`src/rtl/pipe_buffer_ctrl.sv`:
```
// Sequencer for a chain of Buffer32 pipeline registers: fill, run, stall, flush, drain.
// Optional stall watchdog enabled by defining PIPE_STALL_WDOG_EN.
module pipe_buffer_ctrl #(
    parameter int NUM_STAGES  = 4,
    parameter int STALL_STAGE = 1,
    parameter int FLUSH_DEPTH = 2,
    parameter int STALL_MAX   = 15
) (
    input  logic                  clk,
    input  logic                  reset,
    input  logic                  start,
    input  logic                  halt,
    input  logic                  stall,
    input  logic                  flush,
    output logic [NUM_STAGES-1:0] buf_start,
    output logic [NUM_STAGES-1:0] buf_hold,
    output logic                  busy,
    output logic                  done,
    output logic [1:0]            state,
    output logic                  stall_timeout
);

    typedef enum logic [1:0] {
        S_IDLE  = 2'd0,
        S_FILL  = 2'd1,
        S_RUN   = 2'd2,
        S_DRAIN = 2'd3
    } state_t;

    state_t                r_state;
    logic [NUM_STAGES-1:0] r_buf;
    logic                  r_busy;
    logic                  r_done;

    logic                  w_active;
    logic                  w_flush;
    logic                  w_stall_ok;
    logic                  w_tmo;
    logic                  w_trip;
    logic                  w_inject;
    logic [NUM_STAGES-1:0] w_buf_nxt;
    logic [NUM_STAGES-1:0] w_hold;

    assign w_active   = (r_state == S_FILL) || (r_state == S_RUN);
    assign w_flush    = flush && (r_state != S_IDLE);
    assign w_stall_ok = w_active && stall && !flush && !w_tmo;

    // Only injects valid data while the pipeline stays in FILL/RUN next cycle.
    assign w_inject = ((r_state == S_IDLE) && start)
                    || (w_active && !halt && !w_trip);

`ifdef PIPE_STALL_WDOG_EN
    localparam int CW = $clog2(STALL_MAX + 1);

    logic [CW-1:0] r_wdog;
    logic          r_tmo;

    assign w_trip = w_stall_ok && (r_wdog == CW'(STALL_MAX - 1));
    assign w_tmo  = r_tmo;

    always_ff @(posedge clk) begin
        if (reset) begin
            r_wdog <= '0;
            r_tmo  <= 1'b0;
        end else if (w_stall_ok) begin
            r_wdog <= r_wdog + 1'b1;
            if (w_trip)
                r_tmo <= 1'b1;
        end else begin
            r_wdog <= '0;
        end
    end
`else
    // Without the watchdog a stall may last indefinitely.
    assign w_trip = 1'b0 && (STALL_MAX > 0);
    assign w_tmo  = 1'b0;
`endif

    always_comb begin
        w_buf_nxt = {r_buf[NUM_STAGES-2:0], w_inject};
        if (r_state == S_IDLE) begin
            w_buf_nxt    = '0;
            w_buf_nxt[0] = start;
        end else if (w_flush) begin
            for (int i = 0; i < NUM_STAGES; i++)
                if (i < FLUSH_DEPTH)
                    w_buf_nxt[i] = 1'b0;
        end else if (w_stall_ok) begin
            for (int i = 0; i < NUM_STAGES; i++)
                if (i < STALL_STAGE)
                    w_buf_nxt[i] = r_buf[i];
            w_buf_nxt[STALL_STAGE] = 1'b0;
        end
    end

    always_comb begin
        w_hold = '0;
        for (int i = 0; i < NUM_STAGES; i++)
            if (i < STALL_STAGE)
                w_hold[i] = w_stall_ok;
    end

    always_ff @(posedge clk) begin
        if (reset) begin
            r_state <= S_IDLE;
            r_buf   <= '0;
            r_busy  <= 1'b0;
            r_done  <= 1'b0;
        end else begin
            r_buf  <= w_buf_nxt;
            r_done <= 1'b0;
            unique case (r_state)
                S_IDLE: begin
                    if (start) begin
                        r_state <= S_FILL;
                        r_busy  <= 1'b1;
                    end
                end
                S_FILL: begin
                    if (halt || w_trip)
                        r_state <= S_DRAIN;
                    else if (&r_buf)
                        r_state <= S_RUN;
                end
                S_RUN: begin
                    if (halt || w_trip)
                        r_state <= S_DRAIN;
                end
                S_DRAIN: begin
                    if (~|r_buf) begin
                        r_state <= S_IDLE;
                        r_busy  <= 1'b0;
                        r_done  <= 1'b1;
                    end
                end
                default: r_state <= S_IDLE;
            endcase
        end
    end

    assign buf_start     = r_buf;
    assign buf_hold      = w_hold;
    assign busy          = r_busy;
    assign done          = r_done;
    assign state         = r_state;
    assign stall_timeout = w_tmo;

endmodule
```
`config.mk`:
```
export PLATFORM = sky130hd
export DESIGN_NAME = pipe_buffer_ctrl
export DESIGN_NICKNAME = d
export VERILOG_FILES = /design/src/rtl/pipe_buffer_ctrl.sv
export SDC_FILE = /design/constraint.sdc
export NUM_CORES = 1
export LEC_CHECK = 0
export CELL_PAD_IN_SITES_DETAIL_PLACEMENT = 0
export CELL_PAD_IN_SITES_GLOBAL_PLACEMENT = 1
export CORE_MARGIN = 1
export CORE_UTILIZATION = 29
export CTS_CLUSTER_DIAMETER = 150
export DETAILED_ROUTE_END_ITERATION = 10
export HOLD_SLACK_MARGIN = 0.08
export PLACE_DENSITY = 0.73
export SLEW_MARGIN = 30
export SYNTH_ARGS = -nofsm -noshare
export SYNTH_HDL_FRONTEND = slang
export SYNTH_SLANG_ARGS = --single-unit
```
`constraint.sdc`:
```
create_clock -name clk -period 2.05 [get_ports clk]
set_input_delay 0.41 -clock clk [delete_from_list [all_inputs] [get_ports clk]]
set_output_delay 0.41 -clock clk [all_outputs]
set_load 0.02 [all_outputs]
```
==> impl_metrics.csv, run 1 <==
group,metric,value,unit
route,drt-vias-per-instance,4.79,
global_routing,grt_pass1_wl,1.76,mm
global_routing,grt_antenna_before_repair,0,
sta,fin_skew,0.0120,ns
cts,htreeDepth,1,
logic_synthesis,yosysTopAreaCellShare,34.4,%
setup_path,cp-end-kind,"output port",
placement,hpwl,759,um
setup_path,crit_type,"reg -> out",
pwr,power_frac_seq,25.9,%
sta,drv_slew,0,
floorplan,ios,19,
logic_synthesis,synth_ff_type,"dfxtp_1",
setup_path,cp_max_fo,3,
cts,clkTransAtPathRegs,0.06,ns
route,dr.first_iter.drc_count,0,
sta,rsz0062_at_grt,"false",
pwr,p_sw_share,40.3,%
global_routing,grt_use_total,13.4,%
final_layout,nNetsFinal,78,
logic_synthesis,synth_edf_count,0,
sta,tns,0,ns
logic_synthesis,synthTopCellsByCount,"8 x dfxtp_1, 5 x buf_4, 4 x ha_1, 4 x nor2_1, 3 x inv_1",
global_routing,grt_pass1_vias,403,
cts,cts_max_path_buffers,2,
pwr,clkPwrFrac,15.2,%
pwr,vdd_drop_max,0.000577,V
cts,hold_buffers,0,
final_layout,nFillCells,164,
global_routing,grt_overflow,0,
floorplan,rows,14,
setup_path,critPathRequiredTime,1.64,ns
setup_path,max_stage_delay,0.33,ns
setup_path,path_buf_inv,2,
sta,hold_viol_final,0,
placement,gp_congestion,0.663,
sta,period_share,90.6,%
setup_path,arrival,1.45,ns
cts,clock-sinks,8,
final_layout,num_antenna_cells,0,
run,maxCapViolCount,0,
logic_synthesis,yosysSeqAreaShare,34.4,%
setup_path,path_cells,"inv_1, ha_1, nand2_1, nor2_1, dlygate4sd2_1",
floorplan,dieArea,1770,um^2
logic_synthesis,synth_top_cell_by_area,"dfxtp_1",
pwr,cell_internal_pwr,490,uW
sta,holdWs,0.508,ns
global_routing,grt_use_met1,16.1,%
pwr,combPwrFrac,58.9,%
placement,place_area,622,um^2
global_routing,use_met2,20.6,%
logic_synthesis,synth_cells,48,
cts,post_cts.repair.setup_buffers,0,
sta,max_freq,0.539,GHz
logic_synthesis,synth_warnings,0,
route,drc_errors,0,
final_layout,area_delta_synth_final,38.2,%
pwr,pwr_density_cell,1280,nW/um^2
global_routing,busiest_layer,"met2",
cts,cts_resized,1,
route,num_vias,393,
route,wl_per_cell,11.7,um
final_layout,final_cell_area,643,um^2
setup_path,cp_top_family,"buffers and inverters",
status,status,"completed",
sta,fin_ws,0.194,ns
sta,setup-violations-final,0,
setup_path,startpoint_type,"register",
final_layout,drive_gt1_share,19.7,%
placement,pre_cts_ws,-0.0289,ns
global_routing,grt_util_met3,4.74,%
hold_path,hp-class,"reg -> reg",
logic_synthesis,syn_avg_cell_area,9.70,um^2
setup_path,cp_slowest_cell,"dlygate4sd2_1",
pwr,p_leak,0.265,nW
logic_synthesis,syn_area,465,um^2
logic_synthesis,synthTopCellsByArea,"dfxtp_1 34%, ha_1 11%, buf_4 8.1%, a221oi_4 5.6%, a221oi_2 3.2%",
placement,io_buffers,14,
cts,clk_latency,0.26,ns
logic_synthesis,synth_seq_cells,8,
cts,numCtsBuffers,3,
logic_synthesis,ys_async_sr_fraction,0,%
pwr,power,820,uW
cts,cts_tree,"done",
floorplan,die_height,42.1,um
logic_synthesis,synth_cell_types,25,
route,drt_first_pass_iters,1,
logic_synthesis,synth_most_common_cell,"dfxtp_1",
global_routing,grt_max_degree,8,
route,routed_wl,960,um
route,ant_nets,0,
floorplan,start_util,30.9,%
pwr,p_sw,330,uW
floorplan,fp.dieW,42.1,um
floorplan,core,1510,um^2
sta,period_minus_slack,1.86,ns
cts,clock-root-buffer,"clkbuf_4",
## worst reg2reg max path, cell delays in order (launching register included)
cell and delay [ns]:
dfxtp_1 0.35, or4_4 0.58, a221oi_4 0.29, o211ai_2 0.13
a221oi_2 0.29
## worst paths after layout
check                             startpoint           end  slack [ns]  depth (start not counted)
worst max register to register  buf_start[0]      state[0]        0.31                          4
worst min-delay path            buf_start[1]  buf_start[2]        0.51                          1
worst min register to register  buf_start[1]  buf_start[2]        0.51                          1
worst max-delay path                state[1]   buf_hold[0]        0.19                          5
## metrics by stage
step	utilization [%]	std cells
floorplan	-	51
global placement	41.3	79
detailed placement	41.3	79
CTS	42.7	82
global route	42.7	82
finish	42.7	82
## power by group through the flow
stage	combinational [mW]	clock (mW)	sequential, mW
6_report	0.483	0.125	0.213
5_1_grt	0.535	0.142	0.217
4_1_cts	0.486	0.130	0.213
3_5_place_dp	0.488	0	0.216
3_3_place_gp	0.485	0	0.214
2_1_floorplan	0.276	0	0.265
## layout by cell type, fill, tap and decap left out
master	synthesis	routed
clkdlybuf4s50_1	0	13
dfxtp_1	8	8
nor2_1	4	4
ha_1	4	4
conb_1	1	4
inv_1	3	3
clkbuf_4	0	3
buf_4	5	3
nand2_1	2	2
o21ai_0	2	2
a21oi_1	2	2
and2_1	2	2
a32oi_1	1	1
or4_4	1	1
nor2b_1	1	1
or2_2	1	1
nor3b_1	1	1
nand4_1	1	1
nand3_1	1	1
a221oi_4	1	1
o211ai_2	1	1
a211oi_1	1	1
and2_2	1	1
a221oi_2	1	1
nand4b_1	1	1
o31ai_1	1	1
and4b_2	1	1
dlygate4sd2_1	0	1
## per-layer routing
layer	part of all wire (%)	routed length [um]	vias up
met3	7.8	75	0
met1	46	444	182
met5	0	0	-
met4	0	0	0
met2	46	440	13
li1	-	-	198
## cells by family after synthesis
group / after synthesis / share of synthesized area, %
other: 1 / 0.806
AOI/OAI and AO/OA: 10 / 21.0
buffers and inverters: 8 / 10.5
adders and majority gates: 4 / 10.8
and+or+nand+nor: 17 / 22.6
DFF: 8 / 34.4
## cell type report
cell class | count | area, um^2 | area share, %
multi-input cells | 35 | 268 | 41.6
flip-flops and latches | 8 | 160 | 24.9
well taps | 16 | 20.0 | 3.11
clock buffers | 3 | 22.5 | 3.50
repair buffers | 17 | 161 | 25.1
inverters | 3 | 11.3 | 1.75
## state kept, by name (all words and copies together), names as in the netlist
| signal | count |
|---|---|
| buf_start | 4 |
| busy | 1 |
| done | 1 |
| state | 2 |
(Power assumes the default switching activity.)
==> inputs of run 2 (changes only) <==
--- a/config.mk
+++ b/config.mk
@@ -17,3 +17,4 @@
 export SYNTH_ARGS = -nofsm -noshare
 export SYNTH_HDL_FRONTEND = slang
 export SYNTH_SLANG_ARGS = --single-unit
+export TNS_END_PERCENT = 20
==> results of run 2 <==
No change in the layout: final DEF, timing and power equal those of run 1.
